`config.mk`:
```
export PLATFORM = sky130hd
export DESIGN_NAME = param_counter
export DESIGN_NICKNAME = d
export VERILOG_FILES = /design/src/rtl/param_counter.sv
export SDC_FILE = /design/constraint.sdc
export NUM_CORES = 1
export LEC_CHECK = 0
export CAP_MARGIN = 30
export CORE_ASPECT_RATIO = 1.25
export CORE_MARGIN = 2
export CORE_UTILIZATION = 30
export CTS_BUF_LIST = sky130_fd_sc_hd__clkbuf_4 sky130_fd_sc_hd__clkbuf_8 sky130_fd_sc_hd__clkbuf_16
export DETAILED_ROUTE_END_ITERATION = 12
export PLACE_DENSITY = 0.49
export SETUP_SLACK_MARGIN = 0.5
export SYNTH_ARGS = -nofsm -noshare
export SYNTH_HDL_FRONTEND = slang
export SYNTH_SLANG_ARGS = --single-unit
```
`constraint.sdc`:
```
create_clock -name aclk -period 4.3 [get_ports aclk]
set_clock_uncertainty 0.15 [all_clocks]
set_input_delay 0.86 -clock aclk [delete_from_list [all_inputs] [get_ports aclk]]
set_output_delay 0.86 -clock aclk [all_outputs]
set_load 0.05 [all_outputs]
```
`src/rtl/param_counter.sv`:
```
// param_counter: up/down counter with a programmable step, runtime limits and
// wrap / saturate / one-shot limit handling. It raises a one-cycle terminal-count
// pulse and sticky overflow/underflow flags. One-shot mode parks the counter in
// HALT until the next load or reset.
module param_counter #(
    parameter int unsigned          WIDTH       = 8,
    parameter logic [WIDTH-1:0]     RESET_VALUE = '0
) (
    input  logic             aclk,
    input  logic             aresetn,
    input  logic             enable,
    input  logic             load,
    input  logic [WIDTH-1:0] load_value,
    input  logic             inc_dec,
    input  logic [WIDTH-1:0] step,
    input  logic [WIDTH-1:0] limit_lo,
    input  logic [WIDTH-1:0] limit_hi,
    input  logic [1:0]       mode,
    input  logic             flag_clr,
    output logic [WIDTH-1:0] count_out,
    output logic             tc,
    output logic             ovf,
    output logic             unf,
    output logic             running
);

    typedef enum logic {
        ST_RUN  = 1'b0,
        ST_HALT = 1'b1
    } state_t;

    localparam logic [1:0] MODE_SAT     = 2'b01;
    localparam logic [1:0] MODE_ONESHOT = 2'b10;

    state_t           state_q, state_d;
    logic [WIDTH-1:0] count_q, count_d;
    logic             tc_q, tc_d;
    logic             ovf_q, ovf_d;
    logic             unf_q, unf_d;

    // One extra bit on both operands: the carry of the sum and the borrow of
    // the difference both count as crossings.
    logic [WIDTH:0]   sum_w;
    logic [WIDTH:0]   diff_w;
    logic             inc_cross;
    logic             dec_cross;
    logic             cfg_err;
    logic             advance;

    // Evaluate both directions every cycle; the next-state logic picks one.
    always_comb begin
        sum_w     = {1'b0, count_q} + {1'b0, step};
        diff_w    = {1'b0, count_q} - {1'b0, step};
        inc_cross = sum_w > {1'b0, limit_hi};
        dec_cross = $signed(diff_w) < $signed({1'b0, limit_lo});
        cfg_err   = limit_lo > limit_hi;
        advance   = enable && (state_q == ST_RUN) && !cfg_err && (step != '0);
    end

    // Next-state logic: load has priority over an enabled step. HALT ignores enable.
    always_comb begin
        state_d = state_q;
        count_d = count_q;
        tc_d    = 1'b0;
        ovf_d   = ovf_q & ~flag_clr;
        unf_d   = unf_q & ~flag_clr;

        if (load) begin
            count_d = load_value;
            state_d = ST_RUN;
        end else if (advance) begin
            if (!inc_dec) begin
                if (inc_cross) begin
                    ovf_d = 1'b1;
                    case (mode)
                        MODE_SAT: begin
                            count_d = limit_hi;
                            tc_d    = (count_q != limit_hi);
                        end
                        MODE_ONESHOT: begin
                            count_d = limit_hi;
                            tc_d    = 1'b1;
                            state_d = ST_HALT;
                        end
                        default: begin
                            count_d = limit_lo;
                            tc_d    = 1'b1;
                        end
                    endcase
                end else begin
                    count_d = sum_w[WIDTH-1:0];
                end
            end else begin
                if (dec_cross) begin
                    unf_d = 1'b1;
                    case (mode)
                        MODE_SAT: begin
                            count_d = limit_lo;
                            tc_d    = (count_q != limit_lo);
                        end
                        MODE_ONESHOT: begin
                            count_d = limit_lo;
                            tc_d    = 1'b1;
                            state_d = ST_HALT;
                        end
                        default: begin
                            count_d = limit_hi;
                            tc_d    = 1'b1;
                        end
                    endcase
                end else begin
                    count_d = diff_w[WIDTH-1:0];
                end
            end
        end
    end

    // State and output registers, with a synchronous active-low reset.
    always_ff @(posedge aclk) begin
        if (!aresetn) begin
            state_q <= ST_RUN;
            count_q <= RESET_VALUE;
            tc_q    <= 1'b0;
            ovf_q   <= 1'b0;
            unf_q   <= 1'b0;
        end else begin
            state_q <= state_d;
            count_q <= count_d;
            tc_q    <= tc_d;
            ovf_q   <= ovf_d;
            unf_q   <= unf_d;
        end
    end

    assign count_out = count_q;
    assign tc        = tc_q;
    assign ovf       = ovf_q;
    assign unf       = unf_q;
    assign running   = (state_q == ST_RUN);

endmodule

```
==> results of run 1 <==
-- power breakdown --
part | internal [uW] | total [uW] | switching (uW)
logic | 470 | 881 | 412
clock network | 81.3 | 135 | 53.4
registers | 120 | 142 | 21.5
total | 671 | 1160 | 487
-- per-stage QoR --
step	setup TNS [ps]	setup WS, ps	area, um2	cells	hold slack [ps]
after floorplan	0	441	2540	298	567
after global placement	-3420	-350	3430	475	342
after detailed placement	-4010	-421	3430	475	357
after CTS	0	371	3920	494	373
after global routing	0	275	4020	497	407
final	0	358	4020	497	370
-- metal layers --
metal | up-vias | wire length, um | GRT usage
met3 | 10 | 224 | 0.0119
met2 | 53 | 4460 | 0.385
met1 | 1224 | 3610 | 0.232
li1 | 1289 | - | -
met4 | 0 | 151 | 0.0447
met5 | - | 0 | 0
-- state kept, by name, indices dropped and copies added (netlist names) --
signal,flops
tc,1
ovf,1
unf,1
state_q,1
count_out,8
-- cells by family (layout without fill, tap and decap cells) --
family | after synthesis | in the layout
AO/OA/AOI/OAI | 82 | 82
AND/OR/NAND/NOR | 70 | 70
buffers and inverters | 50 | 154
adder cells (fa/ha/maj) | 43 | 43
XOR/XNOR | 27 | 27
multiplexers | 14 | 14
flip-flops | 12 | 12
-- what timing repair did --
item                                    4_1_cts  5_1_grt
resized for setup                            81       20
hold endpoints to repair                      0        0
endpoints found under the setup margin       12       12
buffers inserted                             13        3
pin swaps                                    44       14
gates cloned                                  2        0
-- final cells by class --
class,instances,area [um2]
fillers,752,3720
multi-input cells,236,2380
repair buffers,114,1070
flip-flops and latches,12,241
inverters,36,160
well taps,95,119
clock buffers,4,55.1
-- worst paths after layout --
kind	end	slack (ps)	depth (start not counted)
setup / recovery	count_out[5]$_SDFFE_PN0P_	360	17
hold / removal	state_q$_SDFFE_PP0P_	370	2
setup reg to reg	count_out[5]$_SDFFE_PN0P_	560	14
hold reg to reg	state_q$_SDFFE_PP0P_	370	2
-- layout by cell type, fill, tap and decap left out, types with 9 or more instances in the layout --
cell type,netlist,layout
sky130_fd_sc_hd__buf_4,2,53
sky130_fd_sc_hd__clkdlybuf4s50_1,0,44
sky130_fd_sc_hd__inv_1,36,29
sky130_fd_sc_hd__ha_1,41,27
sky130_fd_sc_hd__mux2i_1,14,14
sky130_fd_sc_hd__nor2_1,19,13
sky130_fd_sc_hd__ha_4,0,12
sky130_fd_sc_hd__xor2_1,12,11
sky130_fd_sc_hd__dfxtp_1,12,11
sky130_fd_sc_hd__xnor2_1,15,10
sky130_fd_sc_hd__o21ai_0,13,9
sky130_fd_sc_hd__nand2_1,9,9
-- worst max-delay path, stage by stage --
cell                        delay [ps]
sky130_fd_sc_hd__buf_6              90
sky130_fd_sc_hd__buf_8             120
sky130_fd_sc_hd__buf_6             110
sky130_fd_sc_hd__fa_2              360
sky130_fd_sc_hd__nand2b_4          100
sky130_fd_sc_hd__a221oi_4           70
sky130_fd_sc_hd__nor2_1            100
sky130_fd_sc_hd__o21ai_1            80
sky130_fd_sc_hd__xnor2_1           250
sky130_fd_sc_hd__ha_1              300
sky130_fd_sc_hd__a21o_1            180
sky130_fd_sc_hd__a221o_1           360
sky130_fd_sc_hd__a22o_4            280
sky130_fd_sc_hd__buf_12            150
sky130_fd_sc_hd__nor2_4            100
sky130_fd_sc_hd__a2111oi_2          40
sky130_fd_sc_hd__or3_1             380
==> results.json, run 1 <==
{
  "worst-path-max-fanout": 8,
  "synth_adder_area_share": 0.233,
  "synth_edf_count": 0,
  "number_of_antenna_violations_at_the_first_check_in_global_routing": 0,
  "total_of_flip_flops_plus_latches_after_synthesis": 12,
  "netlist_area_um2": 2370,
  "leading_area_contributor_after_synthesis": "sky130_fd_sc_hd__ha_1",
  "dr.pass1.iters": 4,
  "grt_start_max_net_pins": 25,
  "yosys-mux-area-fraction": 0.0590,
  "first_global_vias": 2644,
  "drive_above_1_share": 0.348,
  "num_io_pins": 52,
  "ys_dominant_reg_cell": "sky130_fd_sc_hd__dfxtp_1",
  "worst_setup_hold_path_clk_slew_ps": 70,
  "synth-warning-count": 0,
  "grt_setup_unrepaired": "yes",
  "synth.avg_cell_area_um2": 7.96,
  "core_region_area_um2": 7750,
  "drt-total-wl_mm": 8.45,
  "routed_wire_length_per_instance_um": 17.0,
  "drcViolationCount": 0,
  "detail-route-antenna-nets": 0,
  "synth_area_leaders": "sky130_fd_sc_hd__ha_1 22%, sky130_fd_sc_hd__dfxtp_1 10%, sky130_fd_sc_hd__mux2i_1 5.9%",
  "cts.htree.levels": 1,
  "final-setup-viol-count": 0,
  "total_power_uw": 1160,
  "outcome": "complete, no violations",
  "crit_startpoint": "step[1]",
  "post_synth_xor_area_fraction": 0.0996,
  "finalWeightedCongestion": 0.852,
  "syn-instance-count": 298,
  "cts_hold_repair.buffers": 0,
  "die_w_um": 83.6,
  "hold_crit_start": "state_q$_SDFFE_PP0P_",
  "worst_skew_pair.late_latency_ps": 250,
  "grt_first_pass_wirelength_mm": 13.2,
  "drtIter0Drc": 83,
  "port_buffers": 51,
  "synth_top_family_by_area": "compound AO/OA/AOI/OAI gates",
  "maxCapViolCount": 0,
  "cp-end-kind": "register",
  "final_nets": 486,
  "dieArea_um2": 8640,
  "grtUsageTotal": 0.194,
  "power.density_cell_area_nw_per_um2": 288,
  "synthesized_net_count": 381,
  "worst_r2r_start": "count_out[2]$_SDFFE_PN0P_",
  "max_clock_freq_ghz": 0.254,
  "finalMaxSlewViolations": 0,
  "row_count": 36,
  "drt-vias-per-instance": 5.18,
  "layout.core_utilization": 0.519,
  "dp_hpwl_mm": 6.56,
  "synth-compound-area-share": 0.262,
  "cp_data_required_time_ps": 4290,
  "slew-limit-headroom": 0.348,
  "synth_top_cell_area_share": 0.216,
  "synth_most_common_cell": "sky130_fd_sc_hd__ha_1",
  "syn_to_final_growth_pct": 69.5,
  "gr-total-overflow": 0,
  "vdd.ir_drop.worst_mv": 0.152,
  "post_synth_most_frequent_cells": "41 x sky130_fd_sc_hd__ha_1, 36 x sky130_fd_sc_hd__inv_1, 19 x sky130_fd_sc_hd__nor2_1, 15 x sky130_fd_sc_hd__xnor2_1, 14 x sky130_fd_sc_hd__mux2i_1",
  "postSynth.asyncResetShare": 0,
  "synth_cell_type_count": 56,
  "power.static_leakage_uw": 0.00177,
  "timing.final.crit_period_ps": 3940,
  "hold_viol_final": 0,
  "finalCritPeriodShare": 0.917,
  "fp.dieH_um": 103,
  "crit_path_start_kind": "input pin",
  "critPathKind": "in2reg",
  "data_arrival_time_at_the_worst_slack_endpoint_ps": 3930,
  "via_count_of_the_routed_design": 2576,
  "cts-root-buf": "sky130_fd_sc_hd__clkbuf_8",
  "antennaDiodeCount": 0,
  "numClockSinks": 12,
  "numCtsBuffers": 3,
  "worstHoldPathType": "reg2reg",
  "initial_utilization": 0.306,
  "clock_path_buffers": 2,
  "clock_tree_from_tritoncts": "built",
  "worstMarginPinSlew_ps": 977,
  "synth.yosys.seq_area_share": 0.101,
  "synth-simple-area-share": 0.151
}
Note: power is estimated with default switching activity, not from simulation.
==> run 2: changes to the inputs <==
CORE_MARGIN = default   (was 2)
PLACE_DENSITY = 0.56   (was 0.49)
==> run 2 against run 1 <==
  * Critical endpoint is now count_out[4]$_SDFFE_PN0P_
  * Critical path type unchanged
  * Count of clock-buffer cells in the layout is the same
  * Worst setup slack gained 42 ps
  * Power shrank 9.6%
==> results.json, run 2 (same netlist as run 1, synthesis figures left out) <==
{
  "worst-path-max-fanout": 6,
  "power.static_leakage_uw": 0.00169,
  "routed_wire_length_per_instance_um": 17.1,
  "data_arrival_time_at_the_worst_slack_endpoint_ps": 3890,
  "port_buffers": 51,
  "dieArea_um2": 8270,
  "slew-limit-headroom": 0.389,
  "fp.dieH_um": 101,
  "number_of_antenna_violations_at_the_first_check_in_global_routing": 0,
  "mostFrequentLayoutCell": "sky130_fd_sc_hd__buf_4",
  "timing.final.crit_period_ps": 3900,
  "worstMarginPinSlew_ps": 916,
  "drive_above_1_share": 0.306,
  "num_io_pins": 52,
  "dr.pass1.iters": 4,
  "drt-total-wl_mm": 8.31,
  "worst_setup_hold_path_clk_slew_ps": 70,
  "finalWeightedCongestion": 0.855,
  "sequentialPowerShare": 0.136,
  "grt_first_pass_wirelength_mm": 13.1,
  "cts-root-buf": "sky130_fd_sc_hd__clkbuf_8",
  "final_nets": 479,
  "numCtsBuffers": 3,
  "hold_viol_final": 0,
  "first_global_vias": 2627,
  "row_count": 35,
  "initial_utilization": 0.315,
  "die_w_um": 81.6,
  "final-setup-viol-count": 0,
  "vdd.ir_drop.worst_mv": 0.118,
  "critPathKind": "in2reg",
  "antennaDiodeCount": 0,
  "power.share.combinational": 0.734,
  "core_region_area_um2": 7530,
  "tns_ps": 0,
  "finalMaxSlewViolations": 0,
  "max_clock_freq_ghz": 0.256,
  "cp_data_required_time_ps": 4290,
  "dp_hpwl_mm": 6.51,
  "drcViolationCount": 0,
  "cp-end-kind": "register",
  "pwr-share-clk": 0.130,
  "syn_to_final_growth_pct": 59.7,
  "worst_skew_pair.late_latency_ps": 260,
  "detail-route-antenna-nets": 0,
  "final_cell_mix": "50 x sky130_fd_sc_hd__buf_4, 44 x sky130_fd_sc_hd__clkdlybuf4s50_1, 30 x sky130_fd_sc_hd__inv_1",
  "via_count_of_the_routed_design": 2603,
  "grt_start_max_net_pins": 25,
  "cts.htree.levels": 1,
  "netSwitchingPower_uw": 443,
  "layout.core_utilization": 0.503,
  "grtUsageTotal": 0.210,
  "switching_share": 0.423,
  "grt_setup_unrepaired": "yes",
  "power.density_cell_area_nw_per_um2": 276,
  "drt-vias-per-instance": 5.34,
  "worstHoldPathType": "reg2reg",
  "maxCapViolCount": 0,
  "numClockSinks": 12,
  "largest_register_ffs": 8,
  "cell_internal_pwr_uw": 604,
  "crit_path_start_kind": "input pin",
  "clock_tree_from_tritoncts": "built",
  "clock_path_buffers": 2,
  "drtIter0Drc": 157,
  "outcome": "complete, no violations",
  "gr-total-overflow": 0,
  "finalCritPeriodShare": 0.907
}
## run 2: changes by cell type in the layout (fill, tap and decap cells not counted), sizes merged
cell	change
a22o	+1
buf	-8
## run 2: path summary, 6_finish.rpt
path,startpoint,end,slack (ps),depth (start not counted)
setup / recovery,step[1],count_out[4]$_SDFFE_PN0P_,400,18
hold reg to reg,ovf$_SDFF_PN0_,ovf$_SDFF_PN0_,380,2
hold / removal,ovf$_SDFF_PN0_,ovf$_SDFF_PN0_,380,2
setup reg to reg,count_out[0]$_SDFFE_PN0P_,count_out[4]$_SDFFE_PN0P_,570,15
## run 2: layout make-up
type | count | area [um2]
clock buffers | 4 | 55.1
repair buffers | 106 | 943
flip-flops and latches | 12 | 241
multi-input cells | 237 | 2270
well taps | 92 | 115
fillers | 743 | 3740
inverters | 36 | 160
## run 2: power groups by stage
stage,Combinational (uW),Clock [uW],Sequential [uW]
6_report,769,136,143
5_1_grt,830,139,144
4_1_cts,723,136,142
3_5_place_dp,608,0,144
3_3_place_gp,604,0,144
2_1_floorplan,366,0,169
## run 2: per-stage QoR
step	hold slack, ps	cells	setup slack, ps	power [uW]	cell area (um2)
2_1_floorplan	567	298	441	535	2540
3_3_place_gp	378	467	-414	748	3370
3_5_place_dp	367	467	-415	752	3370
4_1_cts	385	484	385	1000	3690
5_1_grt	413	487	266	1110	3790
6_report	376	487	400	1050	3790
## run 2: critical path: stages
cell	delay (ps)
sky130_fd_sc_hd__buf_6	90
sky130_fd_sc_hd__buf_6	120
sky130_fd_sc_hd__inv_12	50
sky130_fd_sc_hd__ha_4	190
sky130_fd_sc_hd__nor2b_4	120
sky130_fd_sc_hd__o31a_1	280
sky130_fd_sc_hd__o21ai_2	140
sky130_fd_sc_hd__nand2b_1	100
sky130_fd_sc_hd__xnor2_2	140
sky130_fd_sc_hd__inv_1	90
sky130_fd_sc_hd__ha_4	280
sky130_fd_sc_hd__buf_6	90
sky130_fd_sc_hd__o2111ai_4	120
sky130_fd_sc_hd__a221oi_4	380
sky130_fd_sc_hd__buf_6	190
sky130_fd_sc_hd__mux2i_1	200
sky130_fd_sc_hd__nor3_1	60
sky130_fd_sc_hd__or3_1	380
## run 2: repair_timing
| item | 4_1_cts | 5_1_grt |
|---|---|---|
| pin swaps | 35 | 10 |
| resized for setup | 59 | 14 |
| buffers inserted | 11 | 3 |
| endpoints found under the setup margin | 12 | 12 |
| hold buffers | 0 | 0 |
| cloned | 2 | 0 |
## run 2: per-layer routing
| layer | wire, um | global-route usage | share of wire | vias up |
|---|---|---|---|---|
| met5 | 0 | 0 | 0 | - |
| met4 | 268 | 0.0879 | 0.032 | 0 |
| met3 | 201 | 0.0144 | 0.024 | 21 |
| met2 | 4260 | 0.372 | 0.51 | 71 |
| met1 | 3580 | 0.256 | 0.43 | 1227 |
| li1 | - | - | - | 1284 |
==> run 3: changes to the inputs <==
CORE_UTILIZATION = 35   (was 30)
PLACE_DENSITY = 0.63   (was 0.56)
clock period = 5.04 ns   (was 4.3 ns; I/O delays follow)
==> run 3 against run 2 <==
  * First-iteration DRC count grew 34%
  * Worst setup slack improved by 160 ps
  * Worst hold slack better by 3.1 ps
  * Flip-flop and latch count unchanged
  * Critical path type unchanged
  * Count of clock-buffer cells in the layout down 1
  * Final cell count decreased by 8.0%
  * Largest power group unchanged
  * Register-to-register slack better by 650 ps
  * Clock power down 35%
  * Routed wire length shrank 8.2%
==> results.json, run 3 (same netlist as run 1, synthesis figures left out) <==
{
  "maxCapViolCount": 0,
  "slew-limit-headroom": 0.383,
  "cp_data_required_time_ps": 5010,
  "routed_wire_length_per_instance_um": 17.0,
  "number_of_antenna_violations_at_the_first_check_in_global_routing": 0,
  "dp_hpwl_mm": 5.76,
  "dieArea_um2": 7120,
  "placed_cell_area_um2": 3020,
  "cts_hold_repair.buffers": 0,
  "numClockSinks": 12,
  "die_w_um": 75.7,
  "final_cell_mix": "50 x sky130_fd_sc_hd__clkdlybuf4s50_1, 36 x sky130_fd_sc_hd__ha_1, 35 x sky130_fd_sc_hd__inv_1",
  "slowest_cp_cell": "sky130_fd_sc_hd__clkdlybuf4s50_1",
  "critical-path-max-stage-delay_ps": 470,
  "gr-total-overflow": 0,
  "drt-total-wl_mm": 7.63,
  "initial_utilization": 0.362,
  "grt_first_pass_wirelength_mm": 11.3,
  "via_count_of_the_routed_design": 2460,
  "power.static_leakage_uw": 0.00151,
  "data_arrival_time_at_the_worst_slack_endpoint_ps": 4450,
  "clock_path_buffers": 2,
  "row_count": 33,
  "fp.dieH_um": 94.1,
  "cts-root-buf": "sky130_fd_sc_hd__clkbuf_8",
  "cp-end-kind": "register",
  "critPathKind": "in2reg",
  "layout.area.seq_um2": 240,
  "worst-path-max-fanout": 11,
  "worst_skew_pair.late_latency_ps": 240,
  "crit_path_start_kind": "input pin",
  "vdd.ir_drop.worst_mv": 0.0965,
  "finalMaxSlewViolations": 0,
  "drtIter0Drc": 211,
  "antennaDiodeCount": 0,
  "hold-worst-slack_ps": 379,
  "cts.htree.levels": 1,
  "clock_tree_from_tritoncts": "built",
  "final_nets": 446,
  "critical_path.cell_chain": "clkdlybuf4s50_1, inv_1, ha_1, nor2b_1, o31a_1, o21ai_2, nand2b_1, xnor2_2, inv_1, ha_1, nor2b_2, a2111oi_4, a221oi_4, buf_12, a211oi_2, a2111oi_0, or3_1",
  "first_global_vias": 2310,
  "mostFrequentLayoutCell": "sky130_fd_sc_hd__clkdlybuf4s50_1",
  "finalCritPeriodShare": 0.889,
  "grt_setup_unrepaired": "yes",
  "final-setup-viol-count": 0,
  "area_of_the_multi_input_gates_um2": 2150,
  "worst_slack_ps": 558,
  "outcome": "complete, no violations",
  "worst_setup_hold_path_clk_slew_ps": 50,
  "drive_above_1_share": 0.166,
  "detail-route-antenna-nets": 0,
  "hold_viol_final": 0,
  "pre_cts_slack_ps": -118,
  "drt-vias-per-instance": 5.49,
  "power.density_cell_area_nw_per_um2": 224,
  "port_buffers": 51,
  "largest_register_ffs": 8,
  "grtUsageTotal": 0.212,
  "total_power_uw": 756,
  "numCtsBuffers": 3,
  "max_clock_freq_ghz": 0.223,
  "grt_start_max_net_pins": 25,
  "core_region_area_um2": 6570,
  "fill_cells": 626,
  "tns_ps": 0,
  "dr.pass1.iters": 4,
  "final_area_um2": 3370,
  "finalWeightedCongestion": 0.874,
  "worstMarginPinSlew_ps": 926,
  "timing.final.crit_period_ps": 4480,
  "syn_to_final_growth_pct": 42.0,
  "drcViolationCount": 0,
  "worstHoldPathType": "reg2reg",
  "num_io_pins": 52
}
[run 3: cell types whose count changed in the layout (fill, tap and decap cells not counted), moves of 5 or more]
cell / previous run / this run
sky130_fd_sc_hd__buf_4: 50 / 21
sky130_fd_sc_hd__ha_4: 9 / 4
sky130_fd_sc_hd__ha_1: 28 / 36
sky130_fd_sc_hd__clkdlybuf4s50_1: 44 / 50
sky130_fd_sc_hd__buf_6: 8 / 0
sky130_fd_sc_hd__inv_1: 30 / 35
[run 3: power by group]
group          internal, uW  switching, uW  total [uW]
Combinational           263            283         546
Clock                  52.7           35.4        88.1
Sequential              103           19.1         122
Total                   418            337         756
[run 3: repair_timing]
| action | 4_1_cts | 5_1_grt |
|---|---|---|
| setup endpoints to repair | 12 | 12 |
| gates cloned | 0 | 1 |
| buffers inserted | 3 | 4 |
| endpoints found under the hold margin | 0 | 0 |
| gates resized for setup | 12 | 30 |
| pin swaps | 4 | 16 |
[run 3: worst paths after layout]
path	from	to	slack (ps)	cells after the start
setup / recovery	step[1]	count_out[5]$_SDFFE_PN0P_	560	17
hold / removal	ovf$_SDFF_PN0_	ovf$_SDFF_PN0_	380	2
setup reg to reg	count_out[1]$_SDFFE_PN0P_	count_out[5]$_SDFFE_PN0P_	1220	15
hold reg to reg	ovf$_SDFF_PN0_	ovf$_SDFF_PN0_	380	2
[run 3: per-layer routing]
layer  wire length (um)  share of wire  GRT usage  vias up
li1                   -              -          -     1210
met1               3170           0.42      0.267     1157
met2               3970           0.52      0.388       75
met3                284          0.037    0.00751       18
met4                207          0.027     0.0494        0
met5                  0              0          0        -
[run 3: critical path: cells and delay by family]
kind                     cells  cell delay [ps]
adder cells (fa/ha/maj)      2              600
AND/OR/NAND/NOR              4              800
buffers and inverters        4              760
XOR/XNOR                     1              150
AO/OA/AOI/OAI                6             1140
[run 3: cell type report]
class / instances / share of cell area
inverters: 36 / 0.0401
clock buffers: 3 / 0.0123
flip-flops and latches: 12 / 0.0713
well taps: 87 / 0.0323
multi-input cells: 237 / 0.639
repair buffers: 73 / 0.205
[run 3: per-stage QoR]
stage / instances / util
floorplan: 298 / -
global placement: 437 / 0.460
detailed placement: 437 / 0.460
CTS: 443 / 0.482
global route: 448 / 0.513
finish: 448 / 0.513
